===== src/rtl/bcd_scan_pkg.sv =====
// bcd_scan_pkg: shared digit type, BCD limits and integer-to-BCD conversion for the scan counter
package bcd_scan_pkg;

    typedef logic [3:0] bcd_digit_t;

    localparam bcd_digit_t BCD_MAX = 4'd9;
    localparam bcd_digit_t BCD_MIN = 4'd0;

    function automatic logic [15:0] to_bcd(input int unsigned v);
        logic [15:0] r;
        int unsigned t;
        t = v;
        r = '0;
        for (int i = 0; i < 4; i++) begin
            r[4*i +: 4] = 4'(t % 10);
            t = t / 10;
        end
        return r;
    endfunction

endpackage


===== src/rtl/bcd_scan_counter_digit.sv =====
// bcd_digit: one BCD digit that steps up or down when its carry/borrow-in is set
module bcd_digit
    import bcd_scan_pkg::*;
(
    input  logic       clk,
    input  logic       reset,
    input  logic       load,
    input  bcd_digit_t load_digit,
    input  logic       wrap_set,
    input  bcd_digit_t wrap_digit,
    input  logic       step,
    input  logic       down,
    input  logic       cin,
    output bcd_digit_t value,
    output logic       cout
);

    assign cout = cin && (down ? value == BCD_MIN : value == BCD_MAX);

    always_ff @(posedge clk or posedge reset)
        if (reset)
            value <= BCD_MIN;
        else if (load)
            value <= load_digit;
        else if (wrap_set)
            value <= wrap_digit;
        else if (step && cin)
            value <= down ? (value == BCD_MIN ? BCD_MAX : value - 1'b1)
                          : (value == BCD_MAX ? BCD_MIN : value + 1'b1);

endmodule


===== src/rtl/bcd_scan_counter.sv =====
// bcd_scan_counter: prescaled up/down BCD modulus counter with digit scan mux; BCD_SCAN_LEAD_BLANK_EN blanks leading zeros
module bcd_scan_counter
    import bcd_scan_pkg::*;
#(
    parameter int CLK_DIV_INT = 5,
    parameter int NUM_DIGITS  = 2,
    parameter int MODULUS     = 60,
    parameter int SCAN_DIV    = 4
) (
    input  logic                    clk,
    input  logic                    reset,
    input  logic                    pause,
    input  logic                    down,
    input  logic                    load,
    input  logic [4*NUM_DIGITS-1:0] load_value,
    output logic [4*NUM_DIGITS-1:0] count_bcd,
    output logic [3:0]              muxed_digit,
    output logic [NUM_DIGITS-1:0]   digit_en,
    output logic                    wrap
);

    localparam int W  = 4 * NUM_DIGITS;
    localparam int PW = $clog2(CLK_DIV_INT);
    localparam int SW = SCAN_DIV > 1 ? $clog2(SCAN_DIV) : 1;
    localparam int IW = NUM_DIGITS > 1 ? $clog2(NUM_DIGITS) : 1;
    localparam logic [15:0]   TOP_FULL  = to_bcd(MODULUS - 1);
    localparam logic [W-1:0]  TOP_BCD   = TOP_FULL[W-1:0];
    localparam logic [PW-1:0] PRE_LAST  = PW'(CLK_DIV_INT - 1);
    localparam logic [SW-1:0] SCAN_LAST = SW'(SCAN_DIV - 1);
    localparam logic [IW-1:0] IDX_LAST  = IW'(NUM_DIGITS - 1);

    logic [PW-1:0]         pre;
    logic [SW-1:0]         scan_cnt;
    logic [IW-1:0]         idx;
    bcd_digit_t            digits [NUM_DIGITS];
    logic [NUM_DIGITS:0]   carry;
    logic [31:0]           load_int;
    logic                  load_digits_ok;
    logic                  load_ok;
    logic                  tick;
    logic                  wrap_now;
    logic [NUM_DIGITS-1:0] onehot;
    logic                  unused_carry;

    always_comb begin
        load_int = '0;
        load_digits_ok = 1'b1;
        for (int i = NUM_DIGITS - 1; i >= 0; i--) begin
            load_digits_ok = load_digits_ok && load_value[4*i +: 4] <= BCD_MAX;
            load_int = load_int * 32'd10 + 32'(load_value[4*i +: 4]);
        end
    end

    assign load_ok  = load && load_digits_ok && load_int < 32'(MODULUS);
    assign tick     = !pause && pre == PRE_LAST;
    assign wrap_now = tick && !load_ok && (down ? count_bcd == '0 : count_bcd == TOP_BCD);

    assign carry[0]     = 1'b1;
    assign unused_carry = carry[NUM_DIGITS];

    for (genvar d = 0; d < NUM_DIGITS; d++) begin : g_digit
        bcd_digit u_digit (
            .clk        (clk),
            .reset      (reset),
            .load       (load_ok),
            .load_digit (load_value[4*d +: 4]),
            .wrap_set   (wrap_now),
            .wrap_digit (down ? TOP_BCD[4*d +: 4] : BCD_MIN),
            .step       (tick),
            .down       (down),
            .cin        (carry[d]),
            .value      (digits[d]),
            .cout       (carry[d+1])
        );
        assign count_bcd[4*d +: 4] = digits[d];
    end

    // A valid load restarts the prescaler so the next step is a full period away
    always_ff @(posedge clk or posedge reset)
        if (reset) begin
            pre  <= '0;
            wrap <= 1'b0;
        end else begin
            wrap <= wrap_now;
            if (load_ok)
                pre <= '0;
            else if (!pause)
                pre <= tick ? '0 : pre + 1'b1;
        end

    always_ff @(posedge clk or posedge reset)
        if (reset) begin
            scan_cnt <= '0;
            idx      <= '0;
        end else if (scan_cnt == SCAN_LAST) begin
            scan_cnt <= '0;
            idx      <= idx == IDX_LAST ? '0 : idx + 1'b1;
        end else begin
            scan_cnt <= scan_cnt + 1'b1;
        end

    assign muxed_digit = digits[idx];
    assign onehot      = NUM_DIGITS'(1) << idx;

`ifdef BCD_SCAN_LEAD_BLANK_EN
    logic [W-1:0] upper;
    // Everything from the scanned digit upward is zero: that digit is a leading zero
    assign upper    = count_bcd >> {idx, 2'b00};
    assign digit_en = (idx != '0 && upper == '0) ? '0 : onehot;
`else
    assign digit_en = onehot;
`endif

endmodule


===== config.mk =====
export PLATFORM = sky130hd
export DESIGN_NAME = bcd_scan_counter
export DESIGN_NICKNAME = d
export VERILOG_FILES = /design/src/rtl/bcd_scan_pkg.sv /design/src/rtl/bcd_scan_counter_digit.sv /design/src/rtl/bcd_scan_counter.sv
export SDC_FILE = /design/constraint.sdc
export NUM_CORES = 1
export LEC_CHECK = 0
export CAP_MARGIN = 10
export CORE_MARGIN = 3
export CORE_UTILIZATION = 50
export DETAILED_ROUTE_END_ITERATION = 16
export MAX_ROUTING_LAYER = met4
export PLACE_DENSITY = 0.76
export SYNTH_ARGS = -nofsm -noshare
export SYNTH_HDL_FRONTEND = slang
export SYNTH_HIERARCHICAL = 1
export SYNTH_SLANG_ARGS = --single-unit

===== constraint.sdc =====
create_clock -name clk -period 3.6 [get_ports clk]
set_input_delay 0.72 -clock clk [delete_from_list [all_inputs] [get_ports clk]]
set_output_delay 0.72 -clock clk [all_outputs]
set_load 0.02 [all_outputs]

==> results of run 1 <==
## layout make-up
| class | instances | area [um^2] | share of cell area, % |
|---|---|---|---|
| timing repair buffer | 47 | 435 | 20.9 |
| clock buffer | 3 | 22.5 | 1.08 |
| inverter | 11 | 41.3 | 1.98 |
| clock inverter | 1 | 7.51 | 0.360 |
| multi-input combinational | 149 | 1150 | 55.2 |
| tap | 42 | 52.6 | 2.52 |
| sequential | 15 | 375 | 18.0 |
## state kept, by name, summed over array words and instances (netlist names)
name                   flops
g_digit.u_digit/value      8
pre                        3
scan_cnt                   2
idx                        1
wrap                       1
## worst max-delay path by stage
| stage | startpoint | cells after the start | to |
|---|---|---|---|
| CTS | load_value[5] | 13 | g_digit[1].u_digit/value[3] |
| floorplan | load_value[5] | 11 | g_digit[1].u_digit/value[2] |
| global route | load_value[4] | 13 | g_digit[0].u_digit/value[1] |
| detailed placement | load_value[5] | 13 | g_digit[1].u_digit/value[3] |
| finish | load_value[4] | 13 | g_digit[0].u_digit/value[1] |
| global placement | load_value[5] | 13 | g_digit[1].u_digit/value[3] |
## worst register-to-register path, cell delays in order, from the launching register on
cell,delay (ps)
dfrtp_1,570
or4_1,580
mux2i_1,160
nand3_1,130
a31oi_2,200
buf_4,170
buf_4,110
a21oi_1,30
o31a_1,130
o31ai_2,240
## per-layer routing
metal,vias up,part of all wire (%)
met3,8,2.7
li1,748,-
met5,-,0
met2,40,52
met4,0,1.4
met1,749,44
## power groups by stage
stage	sequential (mW)	clock, mW	combinational [mW]
after floorplan	0.334	0	0.470
after global placement	0.367	0	0.619
after detailed placement	0.375	0	0.645
after CTS	0.371	0.102	0.649
after global routing	0.389	0.112	0.726
final	0.375	0.0991	0.660
## through the flow
| stage | hold slack [ps] | TNS, ps | setup WS [ps] | instances |
|---|---|---|---|---|
| after global routing | 445 | -8.34 | -8.34 | 268 |
| after floorplan | 403 | 0 | 258 | 187 |
| final | 437 | 0 | 91.0 | 268 |
| after CTS | 435 | 0 | 32.5 | 267 |
| after detailed placement | 420 | -1340 | -251 | 263 |
| after global placement | 414 | -481 | -155 | 263 |
==> results.md, run 1 <==
* Combinational share of power at 58.2%
* Avg Cell Area, Syn at 8.63 um^2
* Share of post-route cells with drive strength above 1 at between 10% and 20%
* Dpl cell area at 1990 um^2
* Initial Util at 54.6%
* Detailed-route DRC error count at 0
* Max-slew violations at 0
* Root Driver: clkbuf_4
* Critical path's slowest cell: fa_1
* # Post-CTS Setup Buffers at 0
* Total power at roughly 1.1 mW
* R2R Setup Slk at 1180 ps
* # resized after CTS at 0
* Max Buffers Root-to-Sink at 2
* Total die area at 3850 um^2
* Worst Setup End Kind: flop
* Min-delay worst type: flop to flop
* Fill cells at 211
* Routed vias at 1545
* Ports at 28
* Register share of total power at approximately 33%
* Clk pwr share at 8.7%
* Gr busiest metal: met2
* Clk slew on worst S/H paths at 100 ps
* WP data arrival at 3710 ps
* Gr ovfl total at 0
* IO buf count at 27
* Leak pwr at 0.932 nW
* CP Cell Sequence: clkdlybuf4s50_1, ha_2, ha_1, fa_1, nand2_2, o41a_1, nor3_2, a31oi_2, buf_4, buf_4, nor4bb_2, a21oi_1, o31ai_2
* Pwr dens at 544 nW/um^2
* Hold Path Depth at 1
* Worst r2r path cells at 9
* DR vias/cell at 5.76
* Final min period at 3510 ps
* WS Path Type: input port to flop
* Clock skew at 11.2 ps
* Total GRT Usage at 23.3%
* Die X at 62.0 um
* Max Freq at 285 MHz
* Worst path top cell family by delay: adder cells
* Type of origin of the critical path: input port
* Avg WL per Cell at about 15 um
* ANT nets after route at 0
* Detail Placement HPWL at ~3100 um
* Switching power at 518 uW
* CP Max Fanout at 5
* Status: finished clean
* Min-delay src: scan_cnt[0]
* WP buf/inv at 3
* M1 GR Usage at 27.5%
* Die Y at between 60 and 70 um
* Cts bufs inserted at 3
* # clock sinks at 15
* Final WL at 3980 um
* DR pass1 iterations at 4
* Most frequent cell on the critical path: buf_4
* First-pass GRT wire length at 6510 um
* Max_cap viols at 0
* Number of global-route vias before repair at 1516
* Most frequent cells in the layout: 25 x clkdlybuf4s50_1, 18 x buf_4, 16 x a21oi_1, 16 x nor2_1, 15 x dfrtp_1
* Peak supply drop at ~0.28 mV
* Met2 Use GR at 41.7%
* Largest net degree at the start of global routing at 18
* Std-Cell Rows at 19
* Nets at 251
* Hold buffers post-CTS at 0
* Antenna cells at 0
* Commonest non-fill, non-tap cell in the layout: clkdlybuf4s50_1
* Fin crit share at 97.5%
* Internal power at 616 uW
* Reg-to-Reg End: g_digit[1].u_digit/value[1]
* Antenna violations before repair at 0
* CTS tree: built
* Switch share at a little under half
* GPL Wtd Cong at 0.891
* Start of the worst register-to-register path: g_digit[0].u_digit/value[0]
* Critical Path RT at 3800 ps
* Starting DRT DRC Count at 85
* Total core area at roughly 2900 um^2
* Hold Path End: scan_cnt[0]
* Final Util at 72.5%
* Post-Syn Instances at 182
* Design Area, Final at about 2100 um^2
* Worst stage delay on the critical path at 540 ps
* Layout area overhead at 32.8%
* Clk_lat worst skew at 280 ps
* Hold Vio Cnt, Final at 0
* Area of the mapped netlist at 1570 um^2
* H-tree levels at 1
* # setup viols final at 0
* Synth warn at 6
* Met3 GRT Util at under 10%
Power figures use the tool's default switching activity.
==> run 2, diff against run 1 <==
- CELL_PAD_IN_SITES_DETAIL_PLACEMENT: not set -> 0
- CELL_PAD_IN_SITES_GLOBAL_PLACEMENT: not set -> 1
- CORE_MARGIN: 3 -> 10
- CORE_UTILIZATION: 50 -> 43
- PLACE_DENSITY: 0.76 -> not set
- PLACE_DENSITY_LB_ADDON: not set -> 0.1
==> run 2 against run 1 <==
Clock-buffer cell count unchanged. Total power rose by 3.1%. Flip-flop and latch count unchanged. Non-clock buffer count grew 3. Wire length grew 6.4%. Combinational power decreased by 0.8%. Clock skew fell by 8.2 ps.
==> results.md, run 2 (same netlist as run 1, synthesis figures left out) <==
* WP data arrival at 3540 ps
* Max-slew violations at 0
* Hold Path Depth at 1
* Most frequent cells in the layout: 23 x clkdlybuf4s50_1, 21 x buf_4, 16 x a21oi_1, 16 x nor2_1, 15 x dfrtp_1
* Final min period at around 3400 ps
* CP Max Fanout at 5
* Detailed-route DRC error count at 0
* Reg-to-Reg End: g_digit[1].u_digit/value[3]
* ANT nets after route at 0
* IO buf count at 27
* Setup Slack @ Placement at -253 ps
* Multi-input logic area at approximately 1100 um^2
* Layout area overhead at 35.3%
* Largest register FFs at 8
* Cts bufs inserted at 3
* Leak pwr at 0.974 nW
* Design Area, Final at around 2100 um^2
* Critical Path RT at 3750 ps
* Peak supply drop at ~0.21 mV
* Largest regs: g_digit.u_digit/value x8, pre x3, scan_cnt x2
* Total die area at 6470 um^2
* Fin cells at 275
* Min-delay src: scan_cnt[0]
* Status: finished clean
* Worst r2r path cells at 9
* Total core area at 3440 um^2
* Std-Cell Rows at 21
* Die Y at 80.4 um
* Type of origin of the critical path: input port
* Starting DRT DRC Count at 69
* Hold Path End: scan_cnt[0]
* Largest net degree at the start of global routing at 20
* Clk slew on worst S/H paths at roughly 60 ps
* Fin crit share at 94.1%
* CTS tree: built
* Final worst slack at 213 ps
* Pwr dens at 550 nW/um^2
* Max Buffers Root-to-Sink at 2
* Antenna cells at 0
* Placed cells at 267
* Initial Util at a little under half
* Worst slew pin tran at 511 ps
* Routed vias at 1515
* Final WL at 4230 um
* Final Util at 61.7%
* R2R Setup Slk at 1150 ps
* Dpl cell area at 2000 um^2
* Ports at 28
* Nets at 254
* Max-slew headroom at between 60% and 70%
* Root Driver: clkbuf_8
* DR pass1 iterations at 4
* Commonest non-fill, non-tap cell in the layout: clkdlybuf4s50_1
* H-tree levels at 1
* Clk_lat worst skew at 240 ps
* RSZ-0062 raised after global routing: no
* Antenna violations before repair at 0
* Min-delay worst type: flop to flop
* Total GRT Usage at 12.7%
* Hold Vio Cnt, Final at 0
* DR vias/cell at around 5.5
* Max_cap viols at 0
* Gr ovfl total at 0
* GPL Wtd Cong at 0.863
* Fill cells at 300
* Share of post-route cells with drive strength above 1 at 20.5%
* Start of the worst register-to-register path: g_digit[0].u_digit/value[0]
* Avg WL per Cell at 15.4 um
* Biggest register: g_digit.u_digit/value
* Die X at 80.4 um
* Max Freq at 295 MHz
* # setup viols final at 0
* First-pass GRT wire length at 6710 um
* Clock skew at 2.95 ps
* Worst Setup End Kind: flop
* Detail Placement HPWL at roughly 3300 um
* # clock sinks at 15
* Number of global-route vias before repair at 1440
* WS Path Type: input port to flop
* Reg area at 375 um^2
* Hold buffers post-CTS at 0
-- run 2: cell types whose count changed in the layout (fill, tap and decap cells not counted), moves of 2 or more --
cell / delta
clkbuf_8: +3
clkbuf_4: -3
clkdlybuf4s50_1: -2
dlymetal6s2s_1: +2
buf_4: +3
-- run 2: what timing repair did --
item / 4_1_cts / 5_1_grt
endpoints found under the hold margin: 0 / 0
setup buffers: 0 / 3
setup endpoints to repair: 0 / 7
gates resized for setup: 0 / 14
-- run 2: area by class of cell --
cell class	count	area share [%]
clock buffer	3	1.94
clock inverter	1	0.236
inverter	11	1.94
multi-input combinational	149	53.4
sequential	15	17.7
tap	46	2.71
timing repair buffer	50	22.1
-- run 2: worst max-delay path by stage --
| stage | from | end | cells after the start |
|---|---|---|---|
| CTS | load_value[5] | g_digit[0].u_digit/value[3] | 13 |
| floorplan | load_value[5] | g_digit[1].u_digit/value[2] | 11 |
| global placement | load_value[5] | g_digit[1].u_digit/value[3] | 13 |
| global route | load_value[7] | g_digit[1].u_digit/value[3] | 13 |
| finish | load_value[7] | g_digit[0].u_digit/value[1] | 13 |
| detailed placement | load_value[5] | g_digit[0].u_digit/value[3] | 13 |
-- run 2: critical path: stages --
cell and delay (ps):
dlymetal6s2s_1 160, ha_4 250, ha_2 180, fa_1 580, nand2_2 80, o41a_1 390
nor3_2 230, a31oi_2 140, buf_4 190, buf_4 140, nor4bb_1 300, a21oi_1 90
o31ai_2 70
-- run 2: metal layers --
metal	up-vias	track usage [%]	wire length, um
met4	0	3.17	47
met3	4	0.891	177
met1	716	15.2	1830
li1	753	-	-
met2	42	22.4	2170
met5	-	-	0
-- run 2: power by group --
group          switching (mW)  internal (mW)
logic                   0.303          0.352
registers               0.157          0.222
clock network          0.0586         0.0765
total                   0.519          0.650
-- run 2: metrics by stage --
stage          total power [mW]  hold WS (ps)  setup TNS [ps]
6_report                   1.17           424               0
5_1_grt                    1.26           452               0
4_1_cts                    1.17           430               0
3_5_place_dp               1.03           421           -1270
3_3_place_gp              0.995           414            -673
2_1_floorplan             0.804           403               0
==> run 3, diff against run 2 <==
- HOLD_SLACK_MARGIN: not set -> 0.02
==> results of run 3 <==
No change in the layout: final DEF, timing and power equal those of run 2.
